### config.mk
export PLATFORM = sky130hd
export DESIGN_NAME = btd_seq_flat
export DESIGN_NICKNAME = d
export VERILOG_FILES = /design/src/rtl/btd_pkg.sv /design/src/rtl/btd_if.sv /design/src/rtl/rnd_sat.sv /design/src/rtl/btd_seq.sv /design/src/flat_wrapper.sv
export SDC_FILE = /design/constraint.sdc
export NUM_CORES = 1
export LEC_CHECK = 0
export BUFFER_PORTS_ARGS = -buffer_cell sky130_fd_sc_hd__buf_2
export CAP_MARGIN = 10
export CORE_MARGIN = 1.5
export CORE_UTILIZATION = 25
export CTS_CLUSTER_DIAMETER = 100
export CTS_CLUSTER_SIZE = 40
export DETAILED_ROUTE_END_ITERATION = 16
export GPL_ROUTABILITY_DRIVEN = 0
export PLACE_DENSITY = 0.39
export RECOVER_POWER = 100
export SLEW_MARGIN = 20
export SYNTH_ARGS = -nofsm -noshare
export SYNTH_HDL_FRONTEND = slang
export SYNTH_SLANG_ARGS = --single-unit
export TNS_END_PERCENT = 5
### constraint.sdc
create_clock -name i_clk -period 5.3 [get_ports i_clk]
set_input_delay 0.795 -clock i_clk [delete_from_list [all_inputs] [get_ports i_clk]]
set_output_delay 0.795 -clock i_clk [all_outputs]
set_load 0.05 [all_outputs]
### src/rtl/btd_pkg.sv
// Shared types and width helpers for the truncated divider and its rounding front end.
package btd_pkg;

    typedef enum logic [1:0] {
        IDLE = 2'd0,
        CALC = 2'd1,
        DONE = 2'd2
    } btd_state_e;

    // Width of an operand after DAC LSBs have been rounded away.
    function automatic int rc_width(input int w, input int dac);
        return w - dac;
    endfunction

    // Iteration counter width; must hold n-1.
    function automatic int cnt_width(input int n);
        return (n <= 2) ? 1 : $clog2(n);
    endfunction

endpackage

### src/rtl/btd_if.sv
// Operand/result handshake bundle for the truncated divider.
interface btd_if #(
    parameter int DA = 10,
    parameter int DB = 10
);
    logic          i_valid;
    logic          o_ready;
    logic [DA-1:0] i_a;
    logic [DB-1:0] i_b;
    logic          o_valid;
    logic          i_ready;
    logic [DA-1:0] o_q;
    logic [DB-1:0] o_r;
    logic          o_dz;

    modport master (
        output i_valid, i_a, i_b, i_ready,
        input  o_ready, o_valid, o_q, o_r, o_dz
    );

    modport slave (
        input  i_valid, i_a, i_b, i_ready,
        output o_ready, o_valid, o_q, o_r, o_dz
    );
endinterface

### src/rtl/rnd_sat.sv
// Round-half-up of the DAC LSBs with saturation to the reduced width.
module rnd_sat
    import btd_pkg::*;
#(
    parameter int W   = 10,
    parameter int DAC = 1
) (
    input  logic [W-1:0]                  x,
    output logic [rc_width(W, DAC)-1:0]   x_rc
);

    generate
        if (DAC == 0) begin : g_pass
            assign x_rc = x;
        end else begin : g_round
            logic [W-DAC:0] sum;
            logic           unused_lsbs;

            // Adding half an LSB then shifting reduces to adding the top dropped bit.
            assign sum         = {1'b0, x[W-1:DAC]} + {{(W-DAC){1'b0}}, x[DAC-1]};
            assign x_rc        = sum[W-DAC] ? '1 : sum[W-DAC-1:0];
            assign unused_lsbs = ^x[DAC-1:0];
        end
    endgenerate

endmodule

### src/rtl/btd_seq.sv
// Sequential truncated divider: rounds both operands, then restoring division one bit per cycle.
//   state | meaning
//   IDLE  | ready for operands
//   CALC  | restoring iterations, one quotient bit per cycle
//   DONE  | result held until downstream accepts
module btd_seq
    import btd_pkg::*;
#(
    parameter int DA  = 10,
    parameter int DB  = 10,
    parameter int DAC = 1
) (
    input logic  i_clk,
    input logic  i_rst,
    btd_if.slave bus
);

    localparam int N  = rc_width(DA, DAC);
    localparam int NB = rc_width(DB, DAC);
    localparam int CW = cnt_width(N);

    btd_state_e      state_q, state_d;
    logic            accept;
    logic [N-1:0]    a_rc, a_sh_q;
    logic [NB-1:0]   b_rc, b_q;
    logic [NB:0]     rem_q, rem_sh, rem_sub;
    logic            ge;
    logic [DA-1:0]   q_q;
    logic            dz_q;
    logic [CW-1:0]   cnt_q;

    rnd_sat #(.W(DA), .DAC(DAC)) u_rnd_a (.x(bus.i_a), .x_rc(a_rc));
    rnd_sat #(.W(DB), .DAC(DAC)) u_rnd_b (.x(bus.i_b), .x_rc(b_rc));

    always_ff @(posedge i_clk) begin
        if (i_rst) state_q <= IDLE;
        else       state_q <= state_d;
    end

    always_comb begin
        state_d     = state_q;
        accept      = 1'b0;
        bus.o_ready = 1'b0;
        bus.o_valid = 1'b0;
        case (state_q)
            IDLE: begin
                bus.o_ready = 1'b1;
                if (bus.i_valid) begin
                    accept  = 1'b1;
                    state_d = (b_rc == '0) ? DONE : CALC;
                end
            end
            CALC: begin
                if (cnt_q == '0) state_d = DONE;
            end
            DONE: begin
                bus.o_valid = 1'b1;
                if (bus.i_ready) state_d = IDLE;
            end
            default: state_d = IDLE;
        endcase
    end

    // The remainder's MSB always shifts out because the stored remainder is < b_q.
    assign rem_sh  = (rem_q << 1) | (NB + 1)'(a_sh_q[N-1]);
    assign ge      = (rem_sh >= {1'b0, b_q});
    assign rem_sub = rem_sh - {1'b0, b_q};

    always_ff @(posedge i_clk) begin
        if (i_rst) begin
            a_sh_q <= '0;
            b_q    <= '0;
            rem_q  <= '0;
            q_q    <= '0;
            dz_q   <= 1'b0;
            cnt_q  <= '0;
        end else if (accept) begin
            a_sh_q <= a_rc;
            b_q    <= b_rc;
            rem_q  <= '0;
            cnt_q  <= CW'(N - 1);
            if (b_rc == '0) begin
                q_q  <= '1;
                dz_q <= 1'b1;
            end else begin
                q_q  <= '0;
                dz_q <= 1'b0;
            end
        end else if (state_q == CALC) begin
            a_sh_q <= a_sh_q << 1;
            rem_q  <= ge ? rem_sub : rem_sh;
            q_q    <= {q_q[DA-2:0], ge};
            if (cnt_q != '0) cnt_q <= cnt_q - 1'b1;
        end
    end

    assign bus.o_q  = q_q;
    assign bus.o_r  = DB'(rem_q) << DAC;
    assign bus.o_dz = dz_q;

endmodule

### src/flat_wrapper.sv
// flat-port wrapper written by rule: the top's interface ports become plain ports
module btd_seq_flat import btd_pkg::*;
#(
    parameter int DA  = 10,
    parameter int DB  = 10,
    parameter int DAC = 1
)
  (i_clk, i_rst, bus_i_valid, bus_i_a, bus_i_b, bus_i_ready, bus_o_ready, bus_o_valid, bus_o_q, bus_o_r, bus_o_dz);
  btd_if #(.DA(DA), .DB(DB)) bus_i ();
  input logic i_clk;
  input logic i_rst;
  input wire logic [$bits(bus_i.i_valid)-1:0] bus_i_valid;
  input wire logic [$bits(bus_i.i_a)-1:0] bus_i_a;
  input wire logic [$bits(bus_i.i_b)-1:0] bus_i_b;
  input wire logic [$bits(bus_i.i_ready)-1:0] bus_i_ready;
  output wire logic [$bits(bus_i.o_ready)-1:0] bus_o_ready;
  output wire logic [$bits(bus_i.o_valid)-1:0] bus_o_valid;
  output wire logic [$bits(bus_i.o_q)-1:0] bus_o_q;
  output wire logic [$bits(bus_i.o_r)-1:0] bus_o_r;
  output wire logic [$bits(bus_i.o_dz)-1:0] bus_o_dz;
  assign bus_i.i_valid = bus_i_valid;
  assign bus_i.i_a = bus_i_a;
  assign bus_i.i_b = bus_i_b;
  assign bus_i.i_ready = bus_i_ready;
  assign bus_o_ready = bus_i.o_ready;
  assign bus_o_valid = bus_i.o_valid;
  assign bus_o_q = bus_i.o_q;
  assign bus_o_r = bus_i.o_r;
  assign bus_o_dz = bus_i.o_dz;
  btd_seq #(.DA(DA), .DB(DB), .DAC(DAC)) u_core (.i_clk(i_clk), .i_rst(i_rst), .bus(bus_i));
endmodule
# [After elaboration in Yosys (flattened, before gate mapping)]
# Index checks and enable logic that the tools add are counted.
[op_classes] muxes=21 magnitude_cmp=1 eq_ne=5 reduce_logical=10 n_bitwise=1 add_sub_neg=4
[op_table] cell="9-bit two-way mux" n=5
[op_table] cell="10-bit two-way mux" n=3
[op_table] cell="9-bit by 1-bit adder with 10-bit output" n=2
[op_table] cell="4-bit two-way mux" n=3
[op_table] cell="10-bit by 9-bit >= comparator with 1-bit output" n=1
[op_table] cell="10-bit by 1-bit bitwise OR with 10-bit output" n=1
[op_table] cell="9-bit zero test" n=1
[op_table] cell="9-bit subtractor" n=1
[op_table] cell="2-bit two-way mux" n=4
[op_table] cell="2-bit one-hot mux with 3 select lines" n=1
[op_table] cell="1-bit two-way mux" n=5
[op_table] cell="4-bit zero test" n=1
[op_table] cell="2-bit != test (second input constant)" n=2
[op_table] cell="2-bit AND reduction" n=2
[op_table] cell="2-bit nonzero test" n=2
[op_table] cell="4-bit nonzero test" n=1
[op_table] cell="4-bit by 1-bit subtractor with 4-bit output (second input constant)" n=1
[op_table] cell="3-bit AND reduction" n=1
[op_table] cell="2-bit by 1-bit == test with 1-bit output (second input constant)" n=1
[op_table] cell="2-bit == test (second input constant)" n=1
[op_table] cell="2-bit zero test" n=1
[op_table] cell="2-bit by 1-bit != test with 1-bit output (second input constant)" n=1
[op_table] cell="2-bit OR reduction" n=1
[totals] inputBits=24 out_inout_bits=23 ff_bits=44 elab_cells=50

# [Longest topological paths before layout]
[logic_depth] word_depth=6 mapped_depth=10 ltp_nobuf=9

# [By module]
# From an unflattened synthesis, not the netlist that was laid out.
[unflattened] cells_unflattened=355 hier_area_um2=2731.4
[by_module_without_submodules] mod="btd_seq" instances=1 area_per_inst_um2=2260.9 seq_area_each_um2=880.8 cells_each=289
[by_module_without_submodules] mod="rnd_sat" instances=2 area_per_inst_um2=235.2 seq_area_each_um2=0.0 cells_each=33

# [Least setup slack after synthesis]
# OpenSTA, ideal clock, no wires.
[synth_path] path_type="reg-to-reg" start="register u_core.rem_q[0]" end="register u_core.rem_q[5]" synth_period_minus_slack_ns=2.541 n_path_buf=0 stages_incl_launch_ff=9 slack_ns=2.759 required_ns=5.183 arrival_ns=2.425 setup_time_ns=0.117 cell_sequence="dfxtp_1 > inv_1 > fa_1 > nand2b_1 > a21oi_1 > a211oi_1 > a41oi_1 > mux2_1 > a22o_1"
[synth_between] elab_chain_cells=3 elab_cells_between_ends=4 classes_between="1 x add/sub; 1 x order compare; 1 x mux; 1 x bitwise"
[synth_rtl] element="from (decl)" line_no="btd_seq.sv:26" text="logic [NB:0] rem_q, rem_sh, rem_sub;"
[synth_rtl] element="from (signal assigned)" line_no="btd_seq.sv:91" text="rem_q <= ge ? rem_sub : rem_sh;"
[synth_rtl] element="10-bit by 1-bit bitwise OR with 10-bit output *" line_no="btd_seq.sv:65" text="assign rem_sh = (rem_q << 1) | (NB + 1)'(a_sh_q[N-1]);"
[synth_rtl] element="9-bit subtractor / 10-bit by 9-bit >= comparator with 1-bit output (equally long branches)" line_no="btd_seq.sv:67, btd_seq.sv:66"
[synth_rtl] element="9-bit two-way mux *" line_no="btd_seq.sv:91"
# Mark *: on every way between the ends. The rest lies on a longest branch, timed or not.
# A chain may end at the register's enable or synchronous reset.

# [Worst setup path after layout]
[layout_path] start="input port bus_i_valid" end="register u_core.q_q[0], in the netlist u_core.bus.o_q[0]"
[layout_between] elab_chain_cells=3 elab_cells_between_ends=4 classes_between="3 x mux; 1 x reduce/logical"
[layout_rtl] element="from (decl)" line_no="flat_wrapper.sv:12" text="input wire logic [$bits(bus_i.i_valid)-1:0] bus_i_valid;"
[layout_rtl] element="1-bit two-way mux *" line_no="btd_seq.sv:48" text="if (bus.i_valid) begin"
[layout_rtl] element="1-bit two-way mux *" line_no="btd_seq.sv:45" text="case (state_q)"
[layout_rtl] element="10-bit two-way mux / 2-bit nonzero test (equally long branches)"
[layout_rtl] element="to (signal assigned)" line_no="btd_seq.sv:92" text="q_q <= {q_q[DA-2:0], ge};"
[layout_rtl] element="to (decl)" line_no="btd_seq.sv:28" text="logic [DA-1:0] q_q;"
# Marked as above.

==> flow_metrics.py <==
metrics = {
    "finish": {
        "drive_gt1_frac": 0.116,
        "fillers": 1141,
        "final_nets": 391,
        "antenna_cells": 0,
        "layout.cells.non_filler": 488,
        "syn2layout_area_growth_pct": 13.5,
    },
    "logic_synthesis": {
        "synth_top_area_share": 0.333,
        "synth_top_cell_by_area": "dfxtp_1",
        "synth_warnings": 0,
        "yosysMostFrequentCell": "dfxtp_1",
        "syn-num-nets": 353,
        "yosys-top-cells-count": "44 x dfxtp_1, 39 x nand2_1, 26 x a21oi_1",
        "synth-main-ff-cell": "dfxtp_1",
        "netlist_area_um2": 2640,
        "syn_inst": 314,
        "yosysSeqAreaShare": 0.333,
        "synthArstFlopShare": 0,
        "synth.area.top_cells": "dfxtp_1 33%, ha_1 6.6%, nand2_1 5.5%",
        "synth_cell_types": 48,
        "synth_edf_count": 0,
        "syn_area_per_cell_um2": 8.41,
        "ys_ff_latch": 44,
    },
    "place": {
        "dpl.hpwl_mm": 5.00,
        "dp_cells": 481,
        "io_buffers": 45,
    },
    "global_routing": {
        "grt_max_degree": 27,
        "met1_usage": 0.169,
        "grt-ovfl-total": 0,
        "use_met3": 0.0192,
        "grt_busiest_layer": "met2",
        "met2_usage": 0.217,
        "grt_util_all_layers": 0.128,
        "antenna_found_initial": 0,
        "grt_pass1_wl_mm": 11.4,
        "grt_pass1_vias": 2276,
    },
    "sta": {
        "maxSlewHeadroom": 0.0579,
        "fmax_mhz": 317,
        "fin_worst_skew_ps": 3.26,
        "hold_viol": 0,
        "rsz0062_at_grt": "no",
        "worst_slew_pin_slew_ps": 1410,
        "setup_viol": 0,
        "drv_slew": 0,
        "timing.setup.tns_ps": 0,
        "fin_crit_ps": 3150,
        "post-route-period-util": 0.595,
    },
    "floorplan": {
        "core_area_um2": 10300,
        "placementRows": 37,
        "dieArea_um2": 11200,
        "die_w_um": 106,
        "die_h_um": 106,
        "ios": 47,
        "start_util": 0.257,
    },
    "routing": {
        "post-route-drc-count": 0,
        "drt_wl_total_mm": 6.66,
        "vias_per_cell": 4.75,
        "ant_nets": 0,
        "firstDrtPassIters": 4,
        "drt_iter0_markers": 79,
        "wl_per_cell_um": 13.6,
        "num_vias": 2319,
    },
    "cts": {
        "root_buffer": "clkbuf_8",
        "post_cts_buffers": 0,
        "clk_latency_ps": 300,
        "cts-hold-fix-buffers": 0,
        "cts_sinks": 44,
        "cts_buffer_depth": 2,
        "htreeDepth": 2,
        "post_cts_resized": 0,
        "cts_buffers": 5,
        "cts.clk_slew.worst_paths_ps": 90,
        "cts_tree": "done",
    },
    "power_and_ir_drop": {
        "power-per-cell-area_nw_per_um2": 305,
        "power.leakage_nw": 1.09,
        "peakVddDrop_mv": 0.0973,
    },
    "critical_path": {
        "cp.required_ps": 5530,
        "cp.arrival_ps": 3380,
        "criticalPathCategory": "input pin to register",
        "start_kind": "input pin",
        "critPathCaptureType": "register",
        "path_max_fanout": 24,
    },
    "status": {
        "outcome": "finished, final reports clean",
    },
    "job": {
        "drv_cap": 0,
    },
    "worst_hold_path": {
        "hp-class": "register to register",
    },
}
-- cells by family (layout without fill, tap and decap cells) --
family	Yosys count	count (layout)	synth area share
AOI/OAI and AO/OA	89	89	0.252
xor gates and xnor gates	16	16	0.0531
buffers and inverters	35	73	0.0639
other	1	1	0.00142
and+or+nand+nor	106	106	0.191
adders and majority gates	15	15	0.0739
DFF	44	44	0.333
muxes	8	8	0.0308
-- critical path: stages --
cell and delay, ps:
buf_2 100, nand2_1 40, clkbuf_1 1020, nand2b_1 470, nor2_1 650, a22oi_1 180
o21ai_0 100
-- state kept, by name, indices dropped and copies added, names as in the netlist --
register and cells:
u_core.bus.o_q 10, u_core.a_sh_q 9, u_core.b_q 9, u_core.rem_q 9, u_core.cnt_q 4, u_core.state_q 2, u_core.bus.o_dz 1
-- cell usage in the layout, fill, tap and decap left out, types with 3 or more instances in the layout --
cell type,Yosys,routed
clkbuf_8,0,5
a211oi_1,8,8
inv_1,18,18
nand2b_1,4,4
nor2b_1,4,3
nor3_1,3,3
a22oi_1,3,3
nor2_1,25,25
clkbuf_1,11,25
dfxtp_1,44,44
mux2i_1,7,7
o21ai_0,3,4
nand3_1,15,15
ha_1,14,14
a221oi_1,11,11
a21o_1,3,3
o21a_1,3,4
nand2_1,39,39
a21oi_1,26,26
o211ai_1,3,3
a22o_1,4,4
a2111oi_0,2,3
xnor2_1,13,13
and3_1,4,4
xor2_1,3,3
a31oi_2,9,9
buf_2,0,22
-- cell type report --
| class | count | area [µm²] | area share |
|---|---|---|---|
| Multi-Input combinational cell | 235 | 1590 | 0.529 |
| Sequential cell | 44 | 881 | 0.294 |
| Timing Repair Buffer | 48 | 211 | 0.0705 |
| Tap cell | 136 | 170 | 0.0568 |
| Clock buffer | 5 | 68.8 | 0.0230 |
| Inverter | 18 | 67.6 | 0.0225 |
| Clock inverter | 2 | 12.5 | 0.00417 |
-- report_power, final --
group / internal, mW / total, mW / switching, mW
Clock: 0.0896 / 0.213 / 0.123
Combinational: 0.114 / 0.322 / 0.208
Sequential: 0.360 / 0.381 / 0.0211
Total: 0.563 / 0.916 / 0.353
-- stage by stage --
stage	worst slack, ps	util	power, mW	cell area, µm²	hold slack [ps]
3_5_place_dp	2430	0.288	0.721	2960	451
2_1_floorplan	2760	-	0.645	2640	427
3_3_place_gp	2450	0.288	0.726	2960	449
5_1_grt	1880	0.292	0.983	3000	484
6_report	2150	0.292	0.916	3000	458
4_1_cts	2480	0.296	0.938	3040	463
-- per-layer routing --
metal / wire length (µm) / part of all wire
met1: 3140 / 0.47
met2: 3210 / 0.48
met3: 220 / 0.033
met4: 96 / 0.014
met5: 0 / 0
-- final timing paths --
path	end	startpoint	depth (start not counted)	slack [ps]
max	u_core.bus.o_q[0]	bus_i_valid	7	2150
min	u_core.b_q[7]	u_core.b_q[7]	2	460
max reg2reg	u_core.bus.o_q[0]	u_core.state_q[1]	7	2260
min reg2reg	u_core.b_q[7]	u_core.b_q[7]	2	460
(Power assumes the default switching activity.)
